===== src/rtl/skinny_sbox_pkg.sv =====
// Shared constants and helpers for the masked SKINNY-128 8-bit S-box.
package skinny_sbox_pkg;

    // Number of Boolean shares for masking order d.
    function automatic int unsigned nshares(input int unsigned d);
        return d + 1;
    endfunction

    // Fresh random bits consumed by one DOM-indep AND gate.
    function automatic int unsigned rand_per_gate(input int unsigned d);
        return (d * (d + 1)) / 2;
    endfunction

    // Position of pair (i,j), i<j, in the per-gate randomness slice.
    function automatic int unsigned pair_index(input int unsigned n,
                                               input int unsigned i,
                                               input int unsigned j);
        return i * n - (i * (i + 1)) / 2 + (j - i - 1);
    endfunction

    // Bit permutation for iterations 1-3: y[k] = x[PERM[k]].
    localparam int unsigned PERM [8] = '{5, 3, 0, 4, 6, 7, 1, 2};

    // Bits swapped by the final iteration instead of the full permutation.
    localparam int unsigned SWAP_A = 1;
    localparam int unsigned SWAP_B = 2;

    // Linear part of one iteration applied to a single share:
    // XOR the nonlinear contributions into bits 4 and 0, then permute or swap.
    function automatic logic [7:0] lin_step(input logic [7:0] x,
                                            input logic       z4,
                                            input logic       z0,
                                            input logic       last);
        logic [7:0] t;
        logic [7:0] y;
        t    = x;
        t[4] = t[4] ^ z4;
        t[0] = t[0] ^ z0;
        y    = t;
        if (last) begin
            y[SWAP_A] = t[SWAP_B];
            y[SWAP_B] = t[SWAP_A];
        end else begin
            for (int unsigned k = 0; k < 8; k++) begin
                y[k] = t[PERM[k]];
            end
        end
        return y;
    endfunction

    // Unmasked S8 from the round description.
    function automatic logic [7:0] s8_calc(input logic [7:0] v);
        logic [7:0] x;
        x = v;
        for (int unsigned it = 0; it < 4; it++) begin
            x = lin_step(x, ~(x[7] | x[6]), ~(x[3] | x[2]), (it == 3));
        end
        return x;
    endfunction

    typedef logic [7:0] sbox_table_t [256];

    function automatic sbox_table_t build_s8_table();
        sbox_table_t t;
        for (int unsigned v = 0; v < 256; v++) begin
            t[v] = s8_calc(v[7:0]);
        end
        return t;
    endfunction

    localparam sbox_table_t S8_TABLE = build_s8_table();

endpackage


===== src/rtl/skinny_sbox8_dom_np_and.sv =====
// First-order-and-up DOM-independent AND gate with registered terms.
module dom_indep_and
    import skinny_sbox_pkg::*;
#(
    parameter int unsigned d = 1
)
(
    input  logic                     clk,
    input  logic                     rst,
    input  logic [d:0]               a,
    input  logic [d:0]               b,
    input  logic [(d*(d+1))/2-1:0]   r,
    output logic [d:0]               z
);

    localparam int unsigned N = nshares(d);

    // terms[i][j] holds a[i]&b[j] (remasked when i!=j) for output share i.
    logic [N-1:0][N-1:0] terms;

    // Register every inner and cross term before any recombination.
    always_ff @(posedge clk) begin
        if (rst) begin
            terms <= '0;
        end else begin
            for (int unsigned i = 0; i < N; i++) begin
                for (int unsigned j = 0; j < N; j++) begin
                    if (i == j) begin
                        terms[i][j] <= a[i] & b[i];
                    end else if (i < j) begin
                        terms[i][j] <= (a[i] & b[j]) ^ r[pair_index(N, i, j)];
                    end else begin
                        terms[i][j] <= (a[i] & b[j]) ^ r[pair_index(N, j, i)];
                    end
                end
            end
        end
    end

    // Compress registered terms per output share.
    always_comb begin
        z = '0;
        for (int unsigned i = 0; i < N; i++) begin
            z[i] = ^terms[i];
        end
    end

endmodule


===== src/rtl/skinny_sbox8_dom_np.sv =====
// Masked SKINNY-128 8-bit S-box, DOM-indep, one register stage per iteration.
module skinny_sbox8_dom_np
    import skinny_sbox_pkg::*;
#(
    parameter int unsigned d = 1
)
(
    input  logic                     clk,
    input  logic                     rst,
    output logic [8*(d+1)-1:0]       so,
    input  logic [8*(d+1)-1:0]       si,
    input  logic [4*d*(d+1)-1:0]     r
);

    localparam int unsigned N  = nshares(d);
    localparam int unsigned RB = rand_per_gate(d);

    // Gate g: operands ga[g]/gb[g] and registered result gz[g], one bit per share.
    logic [7:0][N-1:0] ga;
    logic [7:0][N-1:0] gb;
    logic [7:0][N-1:0] gz;

    // Running share state while walking the four iterations.
    logic [N-1:0][7:0] st;

    for (genvar g = 0; g < 8; g++) begin : g_and
        dom_indep_and #(.d(d)) u_and (
            .clk (clk),
            .rst (rst),
            .a   (ga[g]),
            .b   (gb[g]),
            .r   (r[g*RB +: RB]),
            .z   (gz[g])
        );
    end

    // Linear layer: each iteration feeds its gates from the state built so
    // far, then folds in the registered gate results. The chain is purely
    // combinational from si; only the AND terms are stored, so the result
    // settles one iteration per clock edge.
    always_comb begin
        ga = '0;
        gb = '0;
        st = si;
        for (int unsigned k = 0; k < 4; k++) begin
            for (int unsigned i = 0; i < N; i++) begin
                // NOR(a,b) = AND(~a,~b); negation flips share 0 only.
                ga[2*k][i]   = st[i][7] ^ (i == 0);
                gb[2*k][i]   = st[i][6] ^ (i == 0);
                ga[2*k+1][i] = st[i][3] ^ (i == 0);
                gb[2*k+1][i] = st[i][2] ^ (i == 0);
            end
            for (int unsigned i = 0; i < N; i++) begin
                st[i] = lin_step(st[i], gz[2*k][i], gz[2*k+1][i], (k == 3));
            end
        end
        so = st;
    end

endmodule


===== config.mk =====
export PLATFORM = sky130hd
export DESIGN_NAME = skinny_sbox8_dom_np
export DESIGN_NICKNAME = d
export VERILOG_FILES = /design/src/rtl/skinny_sbox_pkg.sv /design/src/rtl/skinny_sbox8_dom_np_and.sv /design/src/rtl/skinny_sbox8_dom_np.sv
export SDC_FILE = /design/constraint.sdc
export NUM_CORES = 1
export LEC_CHECK = 0
export ABC_AREA = 1
export BUFFER_PORTS_ARGS = -buffer_cell sky130_fd_sc_hd__buf_2
export CAP_MARGIN = 30
export CELL_PAD_IN_SITES_DETAIL_PLACEMENT = 0
export CELL_PAD_IN_SITES_GLOBAL_PLACEMENT = 1
export CORE_MARGIN = 4
export CORE_UTILIZATION = 35
export DETAILED_ROUTE_END_ITERATION = 6
export PLACE_DENSITY = 0.8
export SLEW_MARGIN = 10
export SYNTH_ARGS = -nofsm -noshare
export SYNTH_HDL_FRONTEND = slang
export SYNTH_SLANG_ARGS = --single-unit

===== constraint.sdc =====
create_clock -name clk -period 1.3 [get_ports clk]
set_clock_uncertainty 0.2 [all_clocks]
set_input_delay 0.13 -clock clk [delete_from_list [all_inputs] [get_ports clk]]
set_output_delay 0.13 -clock clk [all_outputs]
set_load 0.005 [all_outputs]

; ---- After elaboration in Yosys (flattened, before gate mapping)
; Cells that the tools add are included.
[op_classes]
n_eq_ne = 0
add_sub_neg = 0
muxes = 0
multipliers = 0
bitwise_logic = 75
order_cmp = 0
n_reduce_logical = 16
shift = 0
div_mod_pow = 0
[ops]
columns = op, count
row1 = 1-bit AND, 32
row2 = 2-bit XOR reduction, 16
row3 = 1-bit XOR, 32
row4 = 1-bit inverter, 11
[totals]
output_inout_bits = 16
wordCells = 107
mem_bits_rw = 0
mem_bits_ro = 0
memories = 0
inputBits = 26
latch_bits = 0
ff_bits = 32

; ---- Logic depth before layout (Yosys ltp)
[depth]
word_depth = 5
mapped_depth = 9
mapped_depth_nobuf = 9

; ---- Cells and area by module
; Synthesis repeated with hierarchy kept, for this count alone.
[hier_totals]
hier_cells = 256
area_unflattened_um2 = 1624.1
[modules_own_cells]
columns = module, area_per_inst_um2, n_inst, cells_per_inst, seq_area_each_um2
row1 = dom_indep_and, 151.4, 8, 19, 80.1
row2 = skinny_sbox8_dom_np, 412.9, 1, 104, 0.0

; ---- Worst setup path after synthesis
; No wires, ideal clock.
[synth_path]
kind = register to register
start = reg g_and[2].u_and.terms[2] (netlist name)
end = reg g_and[5].u_and.terms[2] (netlist name)
n_path_buf = 0
t_required_ps = 985
setup_slack_ps = 210
arrival_ps = 775
setup_ps = 115
path_stages_with_launch = 8
synth_period_minus_slack_ps = 1090
path_cell_list = dfxtp_1 > inv_1 > nand2_1 > nand2_1 > nand2_1 > nand2_1 > a21oi_1 > nor2_1
[synth_via]
elab_chain_len = 4
[synth_lines]
columns = item, line_no
row1 = from (decl), skinny_sbox8_dom_np_and.sv:19  ; logic [N-1:0][N-1:0] terms;
row2 = "from (signal, indexed assignment)", skinny_sbox8_dom_np_and.sv:29  ; terms[i][j] <= a[i] & b[i];
row3 = "from (signal, indexed assignment)", skinny_sbox8_dom_np_and.sv:31  ; terms[i][j] <= (a[i] & b[j]) ^ r[pair_index(N, i, j)];
row4 = "from (signal, indexed assignment)", skinny_sbox8_dom_np_and.sv:33  ; terms[i][j] <= (a[i] & b[j]) ^ r[pair_index(N, j, i)];
row5 = 2-bit XOR reduction, skinny_sbox8_dom_np_and.sv:44  ; z[i] = ^terms[i];
row6 = 1-bit XOR, skinny_sbox_pkg.sv:37  ; t[4] = t[4] ^ z4;
row7 = named net so[10], skinny_sbox8_dom_np.sv:10  ; output logic [8*(d+1)-1:0] so,
row8 = 1-bit AND, skinny_sbox8_dom_np_and.sv:33
row9 = 1-bit XOR, skinny_sbox8_dom_np_and.sv:33
row10 = "to (signal, indexed assignment)", skinny_sbox8_dom_np_and.sv:29
row11 = "to (signal, indexed assignment)", skinny_sbox8_dom_np_and.sv:31
row12 = "to (signal, indexed assignment)", skinny_sbox8_dom_np_and.sv:33
row13 = to (decl), skinny_sbox8_dom_np_and.sv:19
; The timed path passes the listed nets, and every way through them passes these cells.
; A chain may end at the register's enable or synchronous reset.

; ---- Worst setup path after layout
[layout_path]
start = reg g_and[6].u_and.terms[0] (netlist name)
end = out so[4]
[layout_via]
elab_chain_len = 2
[layout_lines]
columns = item, line_no
row1 = from (decl), skinny_sbox8_dom_np_and.sv:19
row2 = "from (signal, indexed assignment)", skinny_sbox8_dom_np_and.sv:29
row3 = "from (signal, indexed assignment)", skinny_sbox8_dom_np_and.sv:31
row4 = "from (signal, indexed assignment)", skinny_sbox8_dom_np_and.sv:33
row5 = 2-bit XOR reduction, skinny_sbox8_dom_np_and.sv:44
row6 = 1-bit XOR, skinny_sbox_pkg.sv:37
row7 = to (decl), skinny_sbox8_dom_np.sv:10
; No other way between the ends.

==> flow_summary_export.csv <==
group,metric,value,unit
run_status,status,"finished with violations",
run_status,violations,"hold timing, setup timing",
pwr,clockPowerShare,28.9,%
final_layout,area_delta_synth_final,61.3,%
pwr,power_switching,0.776,mW
timing,setup_viol,16,
timing,worst_pin_slew,261,ps
routing,routed_via_density,4.66,
setup_path,arrival,1100,ps
place,gp_congestion,0.776,
synth,synth.net_count,270,
floorplan,die_w,75.8,um
synth,syn_avg_cell_area,6.60,um^2
grt,grt_pass1_vias,1536,
final_layout,final_cell_mix,"nand2_1, buf_2, nand2_2",
cts,clk_pin_slew_worst_paths,60,ps
floorplan,die-area,5750,um^2
pwr,power_density,1030,nW/um^2
cts,cts_made_buffers,5,
routing,vias,1781,
routing,routed_wl,4180,um
routing,routed.top_layer,"met4",
setup_path,r2r_slack,60,ps
cts,h-tree-depth,2,
routing,drt_iter0_drc,41,
synth,yosys_warnings,0,
synth,synthFlopType,"dfxtp_1",
final_layout,n_fill_cell,430,
final_layout,top_register,"g_and.u_and.terms",
final_layout,n_antenna_cell,0,
floorplan,fp.dieH,75.8,um
synth,syn_inst,244,
pwr,p_comb_share,29.9,%
grt,overflow,0,
place,portBuffers,41,
cts,cts_root_buffer,"clkbuf_8",
timing,final_hold_viol_count,1,
floorplan,ios,42,
routing,route.detailed.drc,0,
timing,setup_ws,-130,ps
routing,antenna_left,0,
setup_path,end_kind,"primary output",
setup_path,cp-start-kind,"flip-flop",
pwr,swShare,29.0,%
min_path,hold_class,"input port to flip-flop",
synth,synth_area_leaders,"dfxtp_1, nand2_1, inv_1",
run,cap_violations,0,
final_layout,layout.nets,355,
synth,synth_seq_area_share,39.8,%
timing,rsz0062_at_grt,"yes",
place,hpwl,2870,um
pwr,p_seq_share,41.3,%
cts,clk_latency,280,ps
timing,min_period,1430,ps
cts,clk_path_buf_depth,2,
routing,wl_met2,2120,um
routing,routed-wl-met3,245,um
floorplan,core_area,4410,um^2
timing,period_share,110,%
pwr,vdd_ir_drop_max,0.695,mV
grt,antenna_found_initial,0,
floorplan,fp-row-count,24,
final_layout,largest_reg_flops,32,
synth,ys_ff_latch,32,
grt,grt_usage,15.2,%
synth,synth_cell_types,17,
final_layout,post-route-util,58.8,%
routing,wl_met1,1770,um
setup_path,required,970,ps
final_layout,final_common_cell,"nand2_1",
routing,wire_per_inst,10.9,um
timing,max_clock_freq,0.699,GHz
grt,grt_first_pass_wirelength,6580,um
setup_path,criticalPathCategory,"flip-flop to primary output",
cts,cts_tree,"yes",
synth,synth_edf_count,0,
final_layout,largest_registers,"g_and.u_and.terms: 32 flops",
floorplan,start_util,36.5,%
cts,cts.sinks,32,
final_layout,drive_above_1_share,51.8,%
pwr,p_int,1.90,mW
routing,drtPass1Iterations,5,
timing,holdWs,-14.6,ps
timing,slew_violations,0,
timing,max_slew_margin,82.6,%
setup_path,path_max_fanout,1,
pwr,p_leak,1.27,nW
synth,synth_top_area_share,39.8,%
pwr,report.power.total,2.68,mW
synth,synthesis.area,1610,um^2
synth,async_reset_ff_share,0,%
grt,grt_max_degree,21,
synth,yosysTopAreaCell,"dfxtp_1",
[per-layer routing]
layer	GRT usage, %	vias up
li1	-	911
met2	25.9	49
met1	18.4	816
met3	5.28	5
met5	0	-
met4	3.50	0
[cell usage after synthesis (3+ instances only)]
library cell and count:
nand2_1 71, inv_1 46, dfxtp_1 32, nand3_1 19
a21oi_1 14, nor2_1 14, nor3_1 9, nand2_2 8
nand3b_1 7, o21ai_0 6, inv_2 4, xnor2_1 4
xor2_1 4, nor3_2 3
[critical path, cell delays in order, from the launching register on]
cell	delay, ps
dfxtp_2	330
xnor2_2	190
xor2_1	170
buf_2	130
[area by class of cell]
type	instances	area (um^2)	share of cell area, %
clock buffers	8	90.1	3.47
inverters	50	188	7.23
multi-input cells	159	936	36.0
flip-flops and latches	32	672	25.9
well taps	52	65.1	2.50
repair buffers	81	647	24.9
[power groups by stage]
stage	sequential, mW	clock, mW	combinational (mW)
2_1_floorplan	1.10	0	0.320
3_3_place_gp	1.10	0	0.511
3_5_place_dp	1.10	0	0.513
4_1_cts	1.10	0.799	0.679
5_1_grt	1.11	0.841	0.886
6_report	1.10	0.773	0.799
[kinds of logic after synthesis]
| kind of cell | count (synthesis) | share of synthesized area [%] |
|---|---|---|
| flops | 32 | 39.8 |
| xor+xnor | 8 | 4.35 |
| compound gates | 20 | 6.22 |
| simple gates | 131 | 36.8 |
| buf+inv | 53 | 12.9 |
[repair_timing]
item,4_1_cts,5_1_grt
hold endpoints to repair,22,1
cloned,0,0
hold buffers,22,1
endpoints found under the setup margin,16,29
buffers inserted,15,0
resized for setup,44,64
pin swaps,21,36
[stage by stage]
| stage | TNS, ps | std cells | area, um^2 | setup WS (ps) | hold slack [ps] |
|---|---|---|---|---|---|
| floorplan | 0 | 244 | 1610 | 210 | 2.38 |
| global placement | 0 | 336 | 1890 | 58.4 | 139 |
| detailed placement | 0 | 336 | 1890 | 39.1 | 138 |
| CTS | -1220 | 381 | 2400 | -152 | -175 |
| global route | -2250 | 382 | 2600 | -184 | 27.1 |
| finish | -1070 | 382 | 2600 | -130 | -14.6 |
[worst paths after layout]
path                                           endpoint  cells after the start                    start
worst min register to register  g_and[7].u_and.terms[3]                      3  g_and[5].u_and.terms[3]
worst max register to register  g_and[6].u_and.terms[2]                     10  g_and[0].u_and.terms[0]
worst min-delay path            g_and[1].u_and.terms[1]                      3                    si[3]
worst max-delay path                              so[4]                      3  g_and[6].u_and.terms[0]
No activity file was read; power rests on OpenSTA's default activity.
